### src/rtl/ccip_mmio_fifo.sv
// MMIO-mapped FIFO: DATA push/pop, STATUS, CTRL registers with registered read responses.
// Define MMIO_FIFO_PEEK_EN to map a non-popping head read at BASE_ADDR+6.
module ccip_mmio_fifo #(
  parameter int unsigned  DATA_W    = 64,
  parameter int unsigned  DEPTH     = 8,
  parameter logic [15:0]  BASE_ADDR = 16'h0020
) (
  input  logic        clk,
  input  logic        rst,
  input  logic        wr_valid,
  input  logic [15:0] wr_addr,
  input  logic [63:0] wr_data,
  input  logic        rd_valid,
  input  logic [15:0] rd_addr,
  input  logic [8:0]  rd_tid,
  output logic        rsp_valid,
  output logic [8:0]  rsp_tid,
  output logic [63:0] rsp_data,
  output logic        hit
);

  localparam int unsigned PTR_W       = $clog2(DEPTH);
  localparam logic [15:0] DATA_ADDR   = BASE_ADDR;
  localparam logic [15:0] STATUS_ADDR = BASE_ADDR + 16'd2;
  localparam logic [15:0] CTRL_ADDR   = BASE_ADDR + 16'd4;
`ifdef MMIO_FIFO_PEEK_EN
  localparam logic [15:0] PEEK_ADDR   = BASE_ADDR + 16'd6;
  localparam logic [15:0] LAST_ADDR   = PEEK_ADDR;
`else
  localparam logic [15:0] LAST_ADDR   = CTRL_ADDR;
`endif

  logic [DATA_W-1:0] mem [DEPTH];
  logic [PTR_W-1:0]  rd_ptr, wr_ptr;
  logic [PTR_W:0]    count;
  logic              overflow, underflow;

  logic empty, full;
  logic push_req, pop_req, do_push, do_pop;
  logic flush, clr_err, ovf_evt, unf_evt;
  logic [63:0] head, status, rd_mux;

  assign empty    = (count == '0);
  assign full     = (count == (PTR_W+1)'(DEPTH));
  assign push_req = wr_valid && (wr_addr == DATA_ADDR);
  assign pop_req  = rd_valid && (rd_addr == DATA_ADDR);
  assign flush    = wr_valid && (wr_addr == CTRL_ADDR) && wr_data[0];
  assign clr_err  = wr_valid && (wr_addr == CTRL_ADDR) && wr_data[1];
  assign do_pop   = pop_req && !empty;
  // A pop in the same cycle frees the slot, so a push to a full FIFO is accepted.
  assign do_push  = push_req && (!full || do_pop);
  assign ovf_evt  = push_req && full && !do_pop;
  assign unf_evt  = pop_req && empty;

  assign hit = (rd_addr >= BASE_ADDR) && (rd_addr <= LAST_ADDR);

  always_comb begin
    head = '0;
    head[DATA_W-1:0] = mem[rd_ptr];
  end

  assign status = {32'(DEPTH), 12'h000, underflow, overflow, full, empty, 16'(count)};

  always_comb begin
    rd_mux = '0;
    if (rd_addr == DATA_ADDR) begin
      rd_mux = empty ? '0 : head;
    end else if (rd_addr == STATUS_ADDR) begin
      rd_mux = status;
`ifdef MMIO_FIFO_PEEK_EN
    end else if (rd_addr == PEEK_ADDR) begin
      rd_mux = empty ? '0 : head;
`endif
    end
  end

  always_ff @(posedge clk) begin
    if (do_push) mem[wr_ptr] <= wr_data[DATA_W-1:0];
  end

  always_ff @(posedge clk or posedge rst) begin
    if (rst) begin
      rd_ptr <= '0;
      wr_ptr <= '0;
      count  <= '0;
    end else if (flush) begin
      rd_ptr <= '0;
      wr_ptr <= '0;
      count  <= '0;
    end else begin
      if (do_push) wr_ptr <= wr_ptr + 1'b1;
      if (do_pop)  rd_ptr <= rd_ptr + 1'b1;
      if (do_push && !do_pop)      count <= count + 1'b1;
      else if (do_pop && !do_push) count <= count - 1'b1;
    end
  end

  // Set has priority over a same-cycle clear.
  always_ff @(posedge clk or posedge rst) begin
    if (rst) begin
      overflow  <= 1'b0;
      underflow <= 1'b0;
    end else begin
      if (ovf_evt)      overflow <= 1'b1;
      else if (clr_err) overflow <= 1'b0;
      if (unf_evt)      underflow <= 1'b1;
      else if (clr_err) underflow <= 1'b0;
    end
  end

  always_ff @(posedge clk or posedge rst) begin
    if (rst) begin
      rsp_valid <= 1'b0;
      rsp_tid   <= '0;
      rsp_data  <= '0;
    end else begin
      rsp_valid <= rd_valid;
      if (rd_valid) begin
        rsp_tid  <= rd_tid;
        rsp_data <= rd_mux;
      end
    end
  end

endmodule

### config.mk
export PLATFORM = sky130hd
export DESIGN_NAME = ccip_mmio_fifo
export DESIGN_NICKNAME = d
export VERILOG_FILES = /design/src/rtl/ccip_mmio_fifo.sv
export SDC_FILE = /design/constraint.sdc
export NUM_CORES = 1
export LEC_CHECK = 0
export CAP_MARGIN = 20
export CORE_ASPECT_RATIO = 0.6
export CORE_MARGIN = 2
export CORE_UTILIZATION = 56
export CTS_CLUSTER_SIZE = 30
export DETAILED_ROUTE_END_ITERATION = 7
export DONT_BUFFER_PORTS = 1
export HOLD_SLACK_MARGIN = 0.15
export PLACE_DENSITY_LB_ADDON = 0.08
export SLEW_MARGIN = 0
export SYNTH_ARGS = -nofsm -noshare
export SYNTH_HDL_FRONTEND = slang
export SYNTH_SLANG_ARGS = --single-unit
### constraint.sdc
create_clock -name clk -period 8.5 [get_ports clk]
set_clock_uncertainty 0.2 [all_clocks]
set_input_delay 1.275 -clock clk [delete_from_list [all_inputs] [get_ports clk]]
set_output_delay 1.275 -clock clk [all_outputs]
set_load 0.005 [all_outputs]
# Yosys cells after proc, flatten, opt, wreduce, memory -nomap -nowiden
# Memory sizes are Yosys's and may differ from the RTL's.
# Index checks and enable logic that the tools add are counted.
# op_classes
n_mul	0
reduce_logical	24
n_addsub	4
muxes	15
div_mod_pow	0
n_shift	0
n_lt_le_gt_ge	2
bitwise	0
eq_ne	5
# ops
cell	count
$mux 64	2
$eq 16x6->1 const B	4
$mux 36	1
$ge 16x6->1 const B	1
$le 16x6->1 const B	1
$logic_and 1x1->1	13
$mux 3	4
$mux 4	3
$reduce_bool 2->1	4
$add 3x1->3 const B	2
$mux 1	5
$add 4x1->4 const B	1
$eq 4x4->1 const B	1
$logic_not 1->1	4
$logic_not 4->1	1
$sub 4x1->4 const B	1
$reduce_bool 3->1	1
$logic_or 1x1->1	1
# totals
in_bits	109
regBits	86
ram_bits	512
latch_bits	0
output_inout_bits	75
mem_count	1
romBits	0
wordCells	59
# memory_table
name	words	word_bits	read_ports	rd_ports_with_merged_regs	write_ports	line_no	text
mem	8	64	1	0	1	33	logic [DATA_W-1:0] mem [DEPTH];

# Logic depth before layout (Yosys ltp)
# logic_depth
depth_word	10
mapped_depth	11
ltp_nobuf	10

# Worst setup path after synthesis
# No wires, ideal clock.
# synth_timing
kind	input port to flip-flop
startpoint	input port rd_addr[3]
endpoint	memory mem[0][0] (enable)
setup_ps	565
path_slack_ps	1070
arrival_ps	6665
required_ps	7735
n_path_buf	0
path_stages	5
path_cell_list	nor4b_2 nand4_4 o21ai_2 nand3b_1 nor3_1
# synth_via
elab_chain_cells	7
# synth_rtl
element	line_no	text
from (decl)	14	input logic [15:0] rd_addr,
$eq 16x6->1	46	assign pop_req = rd_valid && (rd_addr == DATA_ADDR);
$logic_and 1x1->1	46	
$logic_and 1x1->1	49	assign do_pop = pop_req && !empty;
$logic_or 1x1->1	51	assign do_push = push_req && (!full || do_pop);
$logic_and 1x1->1	51	
$mux 1	78	if (do_push) mem[wr_ptr] <= wr_data[DATA_W-1:0];
$mux 1 (implied by the code)	78	
to (decl)	33	
# No other way between the ends.

# Worst setup path in the final report
# layout_timing
startpoint	input port wr_addr[1]
endpoint	memory mem[0][19] (enable)
# layout_via
elab_chain_cells	5
# layout_rtl
element	line_no	text
from (decl)	11	input logic [15:0] wr_addr,
$eq 16x6->1	45	assign push_req = wr_valid && (wr_addr == DATA_ADDR);
$logic_and 1x1->1	45	
$logic_and 1x1->1	51	
$mux 1	78	
$mux 1 (implied by the code)	78	
# No other way between the ends.

==> results.md <==
* Status: finished clean
* EDFF count, synth at 512
* Maximum vdd drop at 0.175 mV
* Max Buffers Root-to-Sink at 3
* # clock sinks at 598
* Gpl congestion at 0.828
* Placed Area at 0.0234 mm2
* Final hold slack at 334 ps
* Worst Reg-to-Reg Cells at 6
* Post-CTS sizing at 0
* Mapped Area at 0.0228 mm2
* Syn_area_per_cell at 21.0 um2
* Site Rows at 57
* CP Launch Type: input pin
* Crit. End Element: register
* Worst-path clk slew at 60 ps
* Fin area at 0.0254 mm2
* Effective utilization at floorplan at 56.6%
* Final Non-Filler Cells at 1,684
* Post-synthesis sequential area ratio at 76.8%
* Slew @ Worst Pin at 1100 ps
* Reg2reg start: count[0]
* Crit path kind: in2reg
* Leakage at 7.96 nW
* Core footprint at 0.0403 mm2
* F_max at 222 MHz
* Die ar. at 0.0424 mm2
* Gate Count Post-Synth at 1,086
* Drt wl/cell at 26.9 um
* Final Hold Fails at 0
* Detailed-router iteration count before antenna repair at 5
* Initial DRC Count at 769
* Placed Instances at 1,582
* Max-Cap Viols at 0
* Synthesized flop and latch total at 598
* Setup slack, reg-to-reg at 4600 ps
* Layout cell share with drive strength beyond 1 at 24.1%
* Warnings, synthesis at 0
* Initial antenna violation count at 1
* Top cell type by total area after synthesis: edfxtp_1
* Area contributors post-synth: edfxtp_1 67%, mux4_2 13%, dfrtp_1 9.4%, mux2i_1 2.6%, o22ai_1 1.5%
* Ys flop type: edfxtp_1
* End of the critical path: mem[0][19]
* Cell depth of the worst setup path at 6
* Antenna cells at 0
* Final WL at 45,300 um
* CTS buffer count at 53
* Tot GR Track Use at 22.0%
* Worst-path cell chain: nor4b_1, nand4_1, nor2_1, nand3b_1, nor3_2, buf_4
* Worst endpoint data arrival time at 4510 ps
* CTS Hold Bufs at 0
* Routed vias at 10,330
* Slew Limit Fails at 0
* Delay-heaviest family, CP: simple AND/OR/NAND/NOR gates
* Synth unique cells at 50
* Final setup TNS at 0 ps
* Vias in the first global route at 10,791
* Latest clock arrival within the worst-skew pair at 590 ps
* Slew HR at 26.8%
* Hpwl dp at 24,900 um
* Detail Route Antenna Nets at 0
* R2R Path End: mem[0][19]
* Worst hold path type: reg2reg
* Post-layout min period at 4510 ps
* Critical Path Source: wr_addr[1]
* Syn_nets at 1,200
* Pre-CTS setup slack at 3380 ps
* CP Data Required Time at 8500 ps
* Area added between synthesis and finish at 11.2%
* PD cells at 228 mW/mm2
* Worst-path maximum fanout at 53
* Root buffer cell: clkbuf_16
* Grt ovf at 0
* Worst Path Buf+Inv at 1
* Largest net degree at the start of global routing at 85
* Max stage delay on crit path at 910 ps
* Routed vias/inst at 6.13
* Asr flop ratio synth at 14.4%
* CP max stage cell: nor3_2
* Final WS setup at 3990 ps
* H-tree depth at 2
* Boundary Pins at 184
* Setup violations, final at 0
* First-pass GRT wire length at 69,200 um
* Tcrit/Tclk final at 53.0%
* Setup Fix Bufs, Post-CTS at 0
* Detailed-route DRC error count at 0
* Die Span X at 265 um
* PortBufs at 0
* RSZ-0062 raised after global routing: false
* Synth top area share at 67.4%
* Total Nets Final at 1,222
* TritonCTS clock tree: done
* Most common cell after layout, fill and taps aside: edfxtp_1
* Die Height at 160 um
* Most frequent cells in the layout: 512 x edfxtp_1, 128 x mux4_2, 83 x dfrtp_1
[area by class of cell]
cell class	instances	area, um2
clock buffer	67	1440
clock inverter	33	439
fill	2710	14900
inverter	60	228
multi-input combinational	376	4890
sequential	598	17500
tap	531	664
timing repair buffer	19	183
[layer usage]
layer	track usage (%)	part of all wire, %
met4	4.80	1.7
met3	4.62	5.9
met2	32.9	45
met1	34.1	47
met5	0	0
[cells by family after synthesis]
group	after synthesis	synth area share [%]
muxes	205	16.1
buffers and inverters	112	2.02
AOI/OAI and AO/OA	89	2.59
DFF	598	76.8
xor gates and xnor gates	3	0.115
adders and majority gates	5	0.307
and+or+nand+nor	74	2.03
[worst min-delay path by stage]
stage / from / to / depth (start not counted)
2_1_floorplan: overflow / overflow / 2
3_3_place_gp: rsp_tid[4] / rsp_tid[4] / 1
3_5_place_dp: underflow / underflow / 1
5_1_grt: rsp_tid[2] / rsp_tid[2] / 1
4_1_cts: underflow / underflow / 1
6_report: underflow / underflow / 1
[registers in the layout, indices dropped and copies added (netlist names)]
signal	flops
count	4
overflow	1
rsp_tid	9
rd_ptr	3
underflow	1
rsp_valid	1
rsp_data	64
mem	512
wr_ptr	3
[synthesized netlist by cell type (5+ instances only)]
library cell  count
buf_2            18
a21oi_1          12
o22ai_1          55
mux4_2          128
dfrtp_1          86
nand2_1          11
mux2_2           18
nor4_1            5
clkbuf_1         26
nand3_1           8
inv_1            60
a22oi_1           8
mux2i_1          59
edfxtp_1        512
nor2_1           24
[through the flow]
| step | utilization (%) | power (mW) |
|---|---|---|
| final | 63.0 | 5.78 |
| after global routing | 63.0 | 5.95 |
| after CTS | 62.8 | 5.84 |
| after detailed placement | 58.2 | 3.28 |
| after global placement | 58.2 | 3.28 |
| after floorplan | - | 3.28 |
[power breakdown]
group          leakage, nW  switching [mW]  internal (mW)
Clock                0.901            1.05           1.51
Sequential            5.75         0.00687           3.19
Combinational         1.31          0.0127        0.00759
Total                 7.96            1.07           4.71
No activity file was read; power rests on OpenSTA's default activity.
